## src/rtl/mem_access_ctrl.sv

```systemverilog
// mem_access_ctrl: memory-stage controller placed ahead of the load extractor.
// Accepts one load/store from execute, issues it to data memory over a
// valid/ready port, waits for the variable-latency load response and hands
// the raw word, byte address and funct3 downstream. Stalls the pipe while busy.
//
// Configuration macro: MEM_MISALIGN_TRAP_EN
//   defined   -> misaligned halfword/word ops skip memory and end with err
//   undefined -> misaligned ops are issued with the normal lane rules
//
// Ports:
//   clk, rst               clock, synchronous active-high reset
//   req_*                  op from execute (valid/ready, store flag, addr, funct3, wdata)
//   stall                  pipeline hold
//   dmem_req_*/dmem_addr/
//   dmem_we/dmem_din       request to data memory (held stable until ready)
//   dmem_resp_valid/_data  load response from data memory
//   resp_valid/resp_is_load completion pulse and its qualifier
//   mem_address/mem_output/
//   funct3                 latched byte address, raw word, latched funct3
//   err                    one-cycle error pulse (timeout or misaligned trap)
module mem_access_ctrl #(
    parameter int unsigned TIMEOUT_CYCLES = 256,
    parameter int unsigned ADDR_W         = 32
) (
    input  logic              clk,
    input  logic              rst,
    input  logic              req_valid,
    output logic              req_ready,
    input  logic              req_store,
    input  logic [ADDR_W-1:0] req_addr,
    input  logic [2:0]        req_funct3,
    input  logic [31:0]       req_wdata,
    output logic              stall,
    output logic              dmem_req_valid,
    input  logic              dmem_req_ready,
    output logic [ADDR_W-1:0] dmem_addr,
    output logic [3:0]        dmem_we,
    output logic [31:0]       dmem_din,
    input  logic              dmem_resp_valid,
    input  logic [31:0]       dmem_resp_data,
    output logic              resp_valid,
    output logic              resp_is_load,
    output logic [ADDR_W-1:0] mem_address,
    output logic [31:0]       mem_output,
    output logic [2:0]        funct3,
    output logic              err
);

    localparam int unsigned CNT_W = (TIMEOUT_CYCLES > 1) ? $clog2(TIMEOUT_CYCLES) : 1;
    localparam int unsigned LIMIT = (TIMEOUT_CYCLES > 0) ? TIMEOUT_CYCLES - 1 : 0;

    typedef enum logic [1:0] {
        S_IDLE = 2'd0,
        S_REQ  = 2'd1,
        S_WAIT = 2'd2,
        S_RESP = 2'd3
    } state_t;

    state_t             r_state;
    state_t             w_next;
    logic [CNT_W-1:0]   r_cnt;
    logic               r_store;
    logic [ADDR_W-1:0]  r_addr;
    logic [2:0]         r_funct3;
    logic [ADDR_W-1:0]  r_dmem_addr;
    logic [3:0]         r_dmem_we;
    logic [31:0]        r_dmem_din;
    logic [31:0]        r_mem_output;
    logic               r_err;

    logic               w_accept;
    logic               w_capture;
    logic               w_err_next;
    logic               w_misalign;
    logic               w_limit;
    logic [3:0]         w_we;
    logic [31:0]        w_din;

    // Misalignment only matters when the trap is built in
`ifdef MEM_MISALIGN_TRAP_EN
    assign w_misalign = ((req_funct3[1:0] == 2'b01) && req_addr[0]) ||
                        ((req_funct3[1:0] == 2'b10) && (req_addr[1:0] != 2'b00));
`else
    assign w_misalign = 1'b0;
`endif

    // Timeout limit reached in WAIT; a zero TIMEOUT_CYCLES disables it
    assign w_limit = (TIMEOUT_CYCLES != 0) && (r_cnt == CNT_W'(LIMIT));

    // Store lane steering from funct3 and the byte offset
    always_comb begin
        w_we  = 4'b1111;
        w_din = req_wdata;
        case (req_funct3)
            3'b000: begin
                w_we  = 4'b0001 << req_addr[1:0];
                w_din = {4{req_wdata[7:0]}};
            end
            3'b001: begin
                case (req_addr[1:0])
                    2'b00: begin
                        w_we  = 4'b0011;
                        w_din = {16'h0000, req_wdata[15:0]};
                    end
                    2'b01: begin
                        w_we  = 4'b0110;
                        w_din = {8'h00, req_wdata[15:0], 8'h00};
                    end
                    default: begin
                        w_we  = 4'b1100;
                        w_din = {req_wdata[15:0], 16'h0000};
                    end
                endcase
            end
            default: ;
        endcase
    end

    // Next-state and handshake outputs
    always_comb begin
        w_next         = r_state;
        w_accept       = 1'b0;
        w_capture      = 1'b0;
        w_err_next     = 1'b0;
        req_ready      = 1'b0;
        stall          = 1'b1;
        dmem_req_valid = 1'b0;
        resp_valid     = 1'b0;
        resp_is_load   = 1'b0;
        case (r_state)
            S_IDLE: begin
                req_ready = 1'b1;
                stall     = req_valid;
                if (req_valid) begin
                    w_accept   = 1'b1;
                    w_err_next = w_misalign;
                    w_next     = w_misalign ? S_RESP : S_REQ;
                end
            end
            S_REQ: begin
                dmem_req_valid = 1'b1;
                if (dmem_req_ready) begin
                    if (r_store) begin
                        // Store completes on the handshake itself
                        resp_valid = 1'b1;
                        w_next     = S_IDLE;
                    end else begin
                        w_next = S_WAIT;
                    end
                end
            end
            S_WAIT: begin
                // Response beats the timeout when both land together
                if (dmem_resp_valid) begin
                    w_capture = 1'b1;
                    w_next    = S_RESP;
                end else if (w_limit) begin
                    w_err_next = 1'b1;
                    w_next     = S_RESP;
                end
            end
            S_RESP: begin
                resp_valid   = 1'b1;
                resp_is_load = ~r_store;
                w_next       = S_IDLE;
            end
            default: w_next = S_IDLE;
        endcase
    end

    // State, latched request fields and response data
    always_ff @(posedge clk) begin
        if (rst) begin
            r_state      <= S_IDLE;
            r_cnt        <= '0;
            r_store      <= 1'b0;
            r_addr       <= '0;
            r_funct3     <= '0;
            r_dmem_addr  <= '0;
            r_dmem_we    <= '0;
            r_dmem_din   <= '0;
            r_mem_output <= '0;
            r_err        <= 1'b0;
        end else begin
            r_state <= w_next;
            r_err   <= w_err_next;
            r_cnt   <= (r_state == S_WAIT) ? r_cnt + CNT_W'(1) : '0;
            if (w_accept) begin
                r_store     <= req_store;
                r_addr      <= req_addr;
                r_funct3    <= req_funct3;
                r_dmem_addr <= {req_addr[ADDR_W-1:2], 2'b00};
                r_dmem_we   <= req_store ? w_we : 4'b0000;
                r_dmem_din  <= w_din;
            end
            if (w_capture) begin
                r_mem_output <= dmem_resp_data;
            end else if (w_err_next) begin
                r_mem_output <= '0;
            end
        end
    end

    assign dmem_addr   = r_dmem_addr;
    assign dmem_we     = r_dmem_we;
    assign dmem_din    = r_dmem_din;
    assign mem_address = r_addr;
    assign mem_output  = r_mem_output;
    assign funct3      = r_funct3;
    assign err         = r_err;

endmodule

```

## config.mk

```make
export PLATFORM = sky130hd
export DESIGN_NAME = mem_access_ctrl
export DESIGN_NICKNAME = d
export VERILOG_FILES = /design/src/rtl/mem_access_ctrl.sv
export SDC_FILE = /design/constraint.sdc
export NUM_CORES = 1
export LEC_CHECK = 0
export ABC_AREA = 1
export BUFFER_PORTS_ARGS = -buffer_cell sky130_fd_sc_hd__buf_4
export CORE_ASPECT_RATIO = 0.75
export CORE_MARGIN = 5
export CORE_UTILIZATION = 50
export DETAILED_ROUTE_END_ITERATION = 10
export PLACE_DENSITY = 0.83
export SYNTH_ARGS = -nofsm -noshare
export SYNTH_HDL_FRONTEND = slang
export SYNTH_SLANG_ARGS = --single-unit
```

## constraint.sdc

```tcl
create_clock -name clk -period 2.74 [get_ports clk]
set_clock_uncertainty 0.2 [all_clocks]
set_input_delay 0.411 -clock clk [delete_from_list [all_inputs] [get_ports clk]]
set_output_delay 0.411 -clock clk [all_outputs]
set_load 0.1 [all_outputs]
```

# Word level (Yosys, flattened, before mapping)

Index checks and enable logic that the tools add are counted.

Register bits after elaboration: 145
Input port bits: 105
Output and inout bits: 141
Logic and storage cells: 56

Add/subtract/negate cells: 1
Equal/unequal tests: 9
Shifts and indexed selects: 1
Muxes and demuxes: 27
Bitwise operators: 2
Reduce and logical (&&, ||, !) cells: 6

Operators by type and width:

| operator            | number |
|---|---|
| $pmux 32 s2         | 2 |
| $mux 32             | 2 |
| $pmux 4 s2          | 2 |
| $mux 1              | 13 |
| $mux 2              | 5 |
| $add 8x1->8 const B | 1 |
| $eq 8x8->1 const B  | 1 |
| $pmux 2 s4          | 1 |
| $eq 2x1->1 const B  | 2 |
| $eq 2x2->1 const B  | 2 |
| $logic_not 2->1     | 2 |
| $mux 4              | 1 |
| $ne 2x2->1 const B  | 2 |
| $shl 1x2->4 const A | 1 |
| $eq 3x1->1 const B  | 1 |
| $logic_not 3->1     | 1 |
| $ne 3x3->1 const B  | 1 |
| $reduce_and 3->1    | 1 |
| $not 1->1           | 2 |
| $pmux 1 s2          | 1 |
| $reduce_bool 2->1   | 1 |
| $reduce_or 2->1     | 1 |

# Depth between registers and ports, before layout

Word-level depth: 6
Mapped depth: 8
Depth with buffers taken out: 7

# Worst setup path after synthesis

OpenSTA, ideal clock, no wires.

Kind: reg-to-output
From: register (tool-made name)
To: output resp_is_load
Arrival time: 2.552 ns
Required time: 2.129 ns
Setup slack: -0.423 ns
Cell stages (with the launch flop): 3
Buffers on the path: 0
Path through: dfxtp_1 inv_1 nor3_1

RTL lines:

| element          | line | source |
|---|---|---|
| end: declaration | 42   | `output logic resp_is_load,` |

==> Implementation_results.wiki <==
{| class="wikitable"
! Metric !! Value
|-
| Worst setup slack after placement || 0.804 ns
|-
| CP Buf/Inv Count || 2
|-
| Wirelength, routed || 16.4 mm
|-
| Post-synthesis instance area || 0.00522 mm2
|-
| Clock period minus worst slack || 2.07 ns
|-
| Crit path cell chain || inv_1 > a21oi_1 > buf_4
|-
| Power per cell area || 830 mW/mm2
|-
| Overall global routing resource usage || 24.7%
|-
| Met2 GRT Util || 39.1%
|-
| Number of global-route vias before repair || 4828
|-
| Startpoint Class || flip-flop
|-
| Initial Utilization || 51.0%
|-
| Area used by multi-input combinational logic || 0.00219 mm2
|-
| Kind of end point of the critical path || output port
|-
| Worst flop-to-flop path endpoint || mem_output[7]
|-
| DIE AREA || 0.0126 mm2
|-
| Via count of the routed design || 5431
|-
| Fin util || 72.2%
|-
| Most frequent cell after synthesis || sky130_fd_sc_hd__nor2_1
|-
| Post-layout net count || 1033
|-
| Clk_lat worst skew || 0.40 ns
|-
| ANT nets after route || 0
|-
| Post-placement cell area || 0.00679 mm2
|-
| Vias per cell || 5.05
|-
| Number of gates resized after CTS || 0
|-
| Diode insertion count for antenna repair || 0
|-
| Number of clock sinks seen by CTS || 115
|-
| Highest clock frequency the design can meet || 482 MHz
|-
| Family of cells with the greatest summed delay on the critical path || flip-flops
|-
| Number of instances in the synthesized netlist || 730
|-
| Commonest cells in the synthesized netlist || sky130_fd_sc_hd__nor2_1, sky130_fd_sc_hd__nand2_1, sky130_fd_sc_hd__dfxtp_1, sky130_fd_sc_hd__a21oi_1, sky130_fd_sc_hd__o21ai_0
|-
| Slew Limit Headroom || 60.4%
|-
| Max-cap violations || 0
|-
| Pins Over Slew Limit || 0
|-
| Dominant cells by area after synthesis || sky130_fd_sc_hd__dfxtp_1, sky130_fd_sc_hd__nor2_1, sky130_fd_sc_hd__nand2_1, sky130_fd_sc_hd__a21oi_1, sky130_fd_sc_hd__o21ai_0
|-
| TritonCTS clock tree || built
|-
| CTS root buffer || sky130_fd_sc_hd__clkbuf_16
|-
| Number of iterations in the first detailed-routing pass || 8
|-
| Top cell type by total area after synthesis || sky130_fd_sc_hd__dfxtp_1
|-
| # hold bufs at CTS || 0
|-
| Type of the tightest min-delay check || input pin to flip-flop
|-
| Number of enable flip-flop cells after synthesis || 0
|-
| Worst vdd ir || 0.465 mV
|-
| Share of post-route cells with drive strength above 1 || 31.7%
|-
| Register-to-Register Path Depth || 6
|-
| Seq. cell area || 0.00230 mm2
|-
| Post-synthesis register bit count || 115
|-
| Arrival time of the worst setup path || 1.46 ns
|-
| First-pass GRT wire length || 25.0 mm
|-
| Predominant post-synthesis flop cell || sky130_fd_sc_hd__dfxtp_1
|-
| Count of cells along the worst hold path || 3
|-
| Number of standard cells in the layout, taps in and fillers out || 1076
|-
| Initial antenna violation count || 0
|-
| Buffer depth of the longest clock path || 2
|-
| Fin worst setup slack || 0.666 ns
|-
| HPWL after DPL || 11.8 mm
|-
| Chip Width || 128 um
|-
| Status || completed
|-
| Total negative setup slack || 0 ns
|-
| Final setup violation count || 0
|-
| Static Leak || 0.00359 uW
|-
| Final hold vios || 0
|-
| Port Buf Inserts || 243
|-
| Area growth from synthesis to layout || 41.6%
|-
| Post-CTS Setup Repair Bufs || 0
|-
| Maximum number of pins on one net before global-route repair || 58
|-
| Crit path max fanout || 4
|-
| Global route total overflow || 0
|-
| Setup repair after global routing missed its margin || no
|-
| Worst Tran Pin Value || 0.593 ns
|-
| Critical-path top delay cell || sky130_fd_sc_hd__dfxtp_1
|-
| Share of synthesized flip-flops with an asynchronous set or reset || 0%
|-
| Final RePlAce weighted congestion || 0.910
|-
| Post-synth top area share || 44.1%
|-
| Final Cell Area || 0.00740 mm2
|-
| Required time of the critical path || 2.13 ns
|-
| CP max stage delay || 0.44 ns
|-
| Post-CTS clock slew at the launch and capture registers of the worst setup and hold paths || 0.05 ns
|-
| Placeable core region || 0.0102 mm2
|-
| Reg-to-Reg Start || r_cnt[0]
|-
| Period utilisation layout || 75.7%
|-
| Endpoint of the worst hold path || mem_address[26]
|-
| Standard-cell row count || 32
|-
| Mean Syn Cell Area || 7.16 um2
|-
| Met3 Usage GRT || 7.75%
|-
| CTS Buf Count || 17
|-
| Vertical die dimension || 98.5 um
|-
| Average wire per standard cell || 15.3 um
|-
| Busiest grt layer || met2
|-
| Met1 track demand over resource in global routing || 31.8%
|-
| Drt first-iter violations || 471
|-
| H-tree depth reported by CTS || 4
|-
| Critical path class || flip-flop to output port
|-
| Number of cells after detailed placement || 1044
|-
| Worst reg-to-reg setup slack || 0.78 ns
|-
| Yosys warnings || 0
|-
| Sequential fraction of the synthesis area || 44.1%
|-
| Fill count || 857
|-
| DR DRC count || 0
|-
| Top-level port count || 246
|-
| Netlist cell types || 32
|-
| Min-Delay Startpoint || req_addr[26]
|}
state kept, by name, summed over array words and instances, names as in the netlist, named ones only:
register,cells
r_state,1
r_store,1
dmem_addr,1
funct3,3
err,1
r_cnt,8
dmem_din,32
mem_output,32
mem_address,31
dmem_we,4
worst register-to-register path: stages (launching register included):
cell and delay, ns:
sky130_fd_sc_hd__dfxtp_1 0.40, sky130_fd_sc_hd__ha_1 0.20, sky130_fd_sc_hd__nand2_1 0.08, sky130_fd_sc_hd__nor2_2 0.30, sky130_fd_sc_hd__nand3_4 0.37, sky130_fd_sc_hd__nand3_1 0.20, sky130_fd_sc_hd__a21oi_1 0.09
worst max-delay path by stage:
stage                     depth (start not counted)      endpoint  slack, ns           from
after CTS                                         3    resp_valid       0.66      flip-flop
final                                             3    resp_valid       0.67      flip-flop
after global routing                              3  resp_is_load       0.59      flip-flop
after global placement                            7   dmem_din[0]       0.88  req_funct3[2]
after floorplan                                   2    resp_valid       0.14      flip-flop
after detailed placement                          7   dmem_din[3]       0.80  req_funct3[2]
cells by family after synthesis:
logic type               count (synthesis)  synth area share, %
other                                    1               0.0718
buffers and inverters                  139                 14.3
AND/OR/NAND/NOR                        315                 25.5
AO/OA/AOI/OAI                          159                 15.8
flip-flops                             115                 44.1
adder cells (fa/ha/maj)                  1                0.239
cells in the final DEF, fill, tap and decap left out, types with 3 or more instances in the layout:
cell type,n
sky130_fd_sc_hd__buf_4,248
sky130_fd_sc_hd__nor2_1,124
sky130_fd_sc_hd__clkinv_2,3
sky130_fd_sc_hd__nand2_1,121
sky130_fd_sc_hd__a21oi_1,76
sky130_fd_sc_hd__nand3_1,53
sky130_fd_sc_hd__o21ai_1,7
sky130_fd_sc_hd__inv_1,62
sky130_fd_sc_hd__inv_2,3
sky130_fd_sc_hd__nor2_2,5
sky130_fd_sc_hd__dfxtp_1,115
sky130_fd_sc_hd__bufinv_16,3
sky130_fd_sc_hd__clkbuf_16,17
sky130_fd_sc_hd__o21ai_0,65
sky130_fd_sc_hd__clkinvlp_4,5
sky130_fd_sc_hd__o211ai_1,7
per-stage QoR:
stage	total power, uW	hold WS (ns)
after global routing	6340	0.0371
after global placement	3930	0.244
after floorplan	3530	0.230
final	6140	0.0472
after detailed placement	3940	0.255
after CTS	6160	0.0300
area by class of cell:
class	count	share of cell area [%]
clock buffer	19	5.99
clock inverter	13	2.17
inverter	67	3.43
multi-input combinational	477	29.6
sequential	115	31.1
tap	136	2.30
timing repair buffer	249	25.4
routing by layer:
layer  part of all wire [%]  vias to the layer above  wire length, um
li1                       -                     2704                -
met5                      0                        -                0
met4                    2.5                        0              415
met1                     41                     2415             6720
met3                     10                       34             1700
met2                     46                      278             7600
power breakdown:
group / internal (uW) / switching, uW
registers: 1790 / 87.1
logic: 427 / 1610
clock network: 1450 / 773
total: 3670 / 2470
Power figures use the tool's default switching activity.
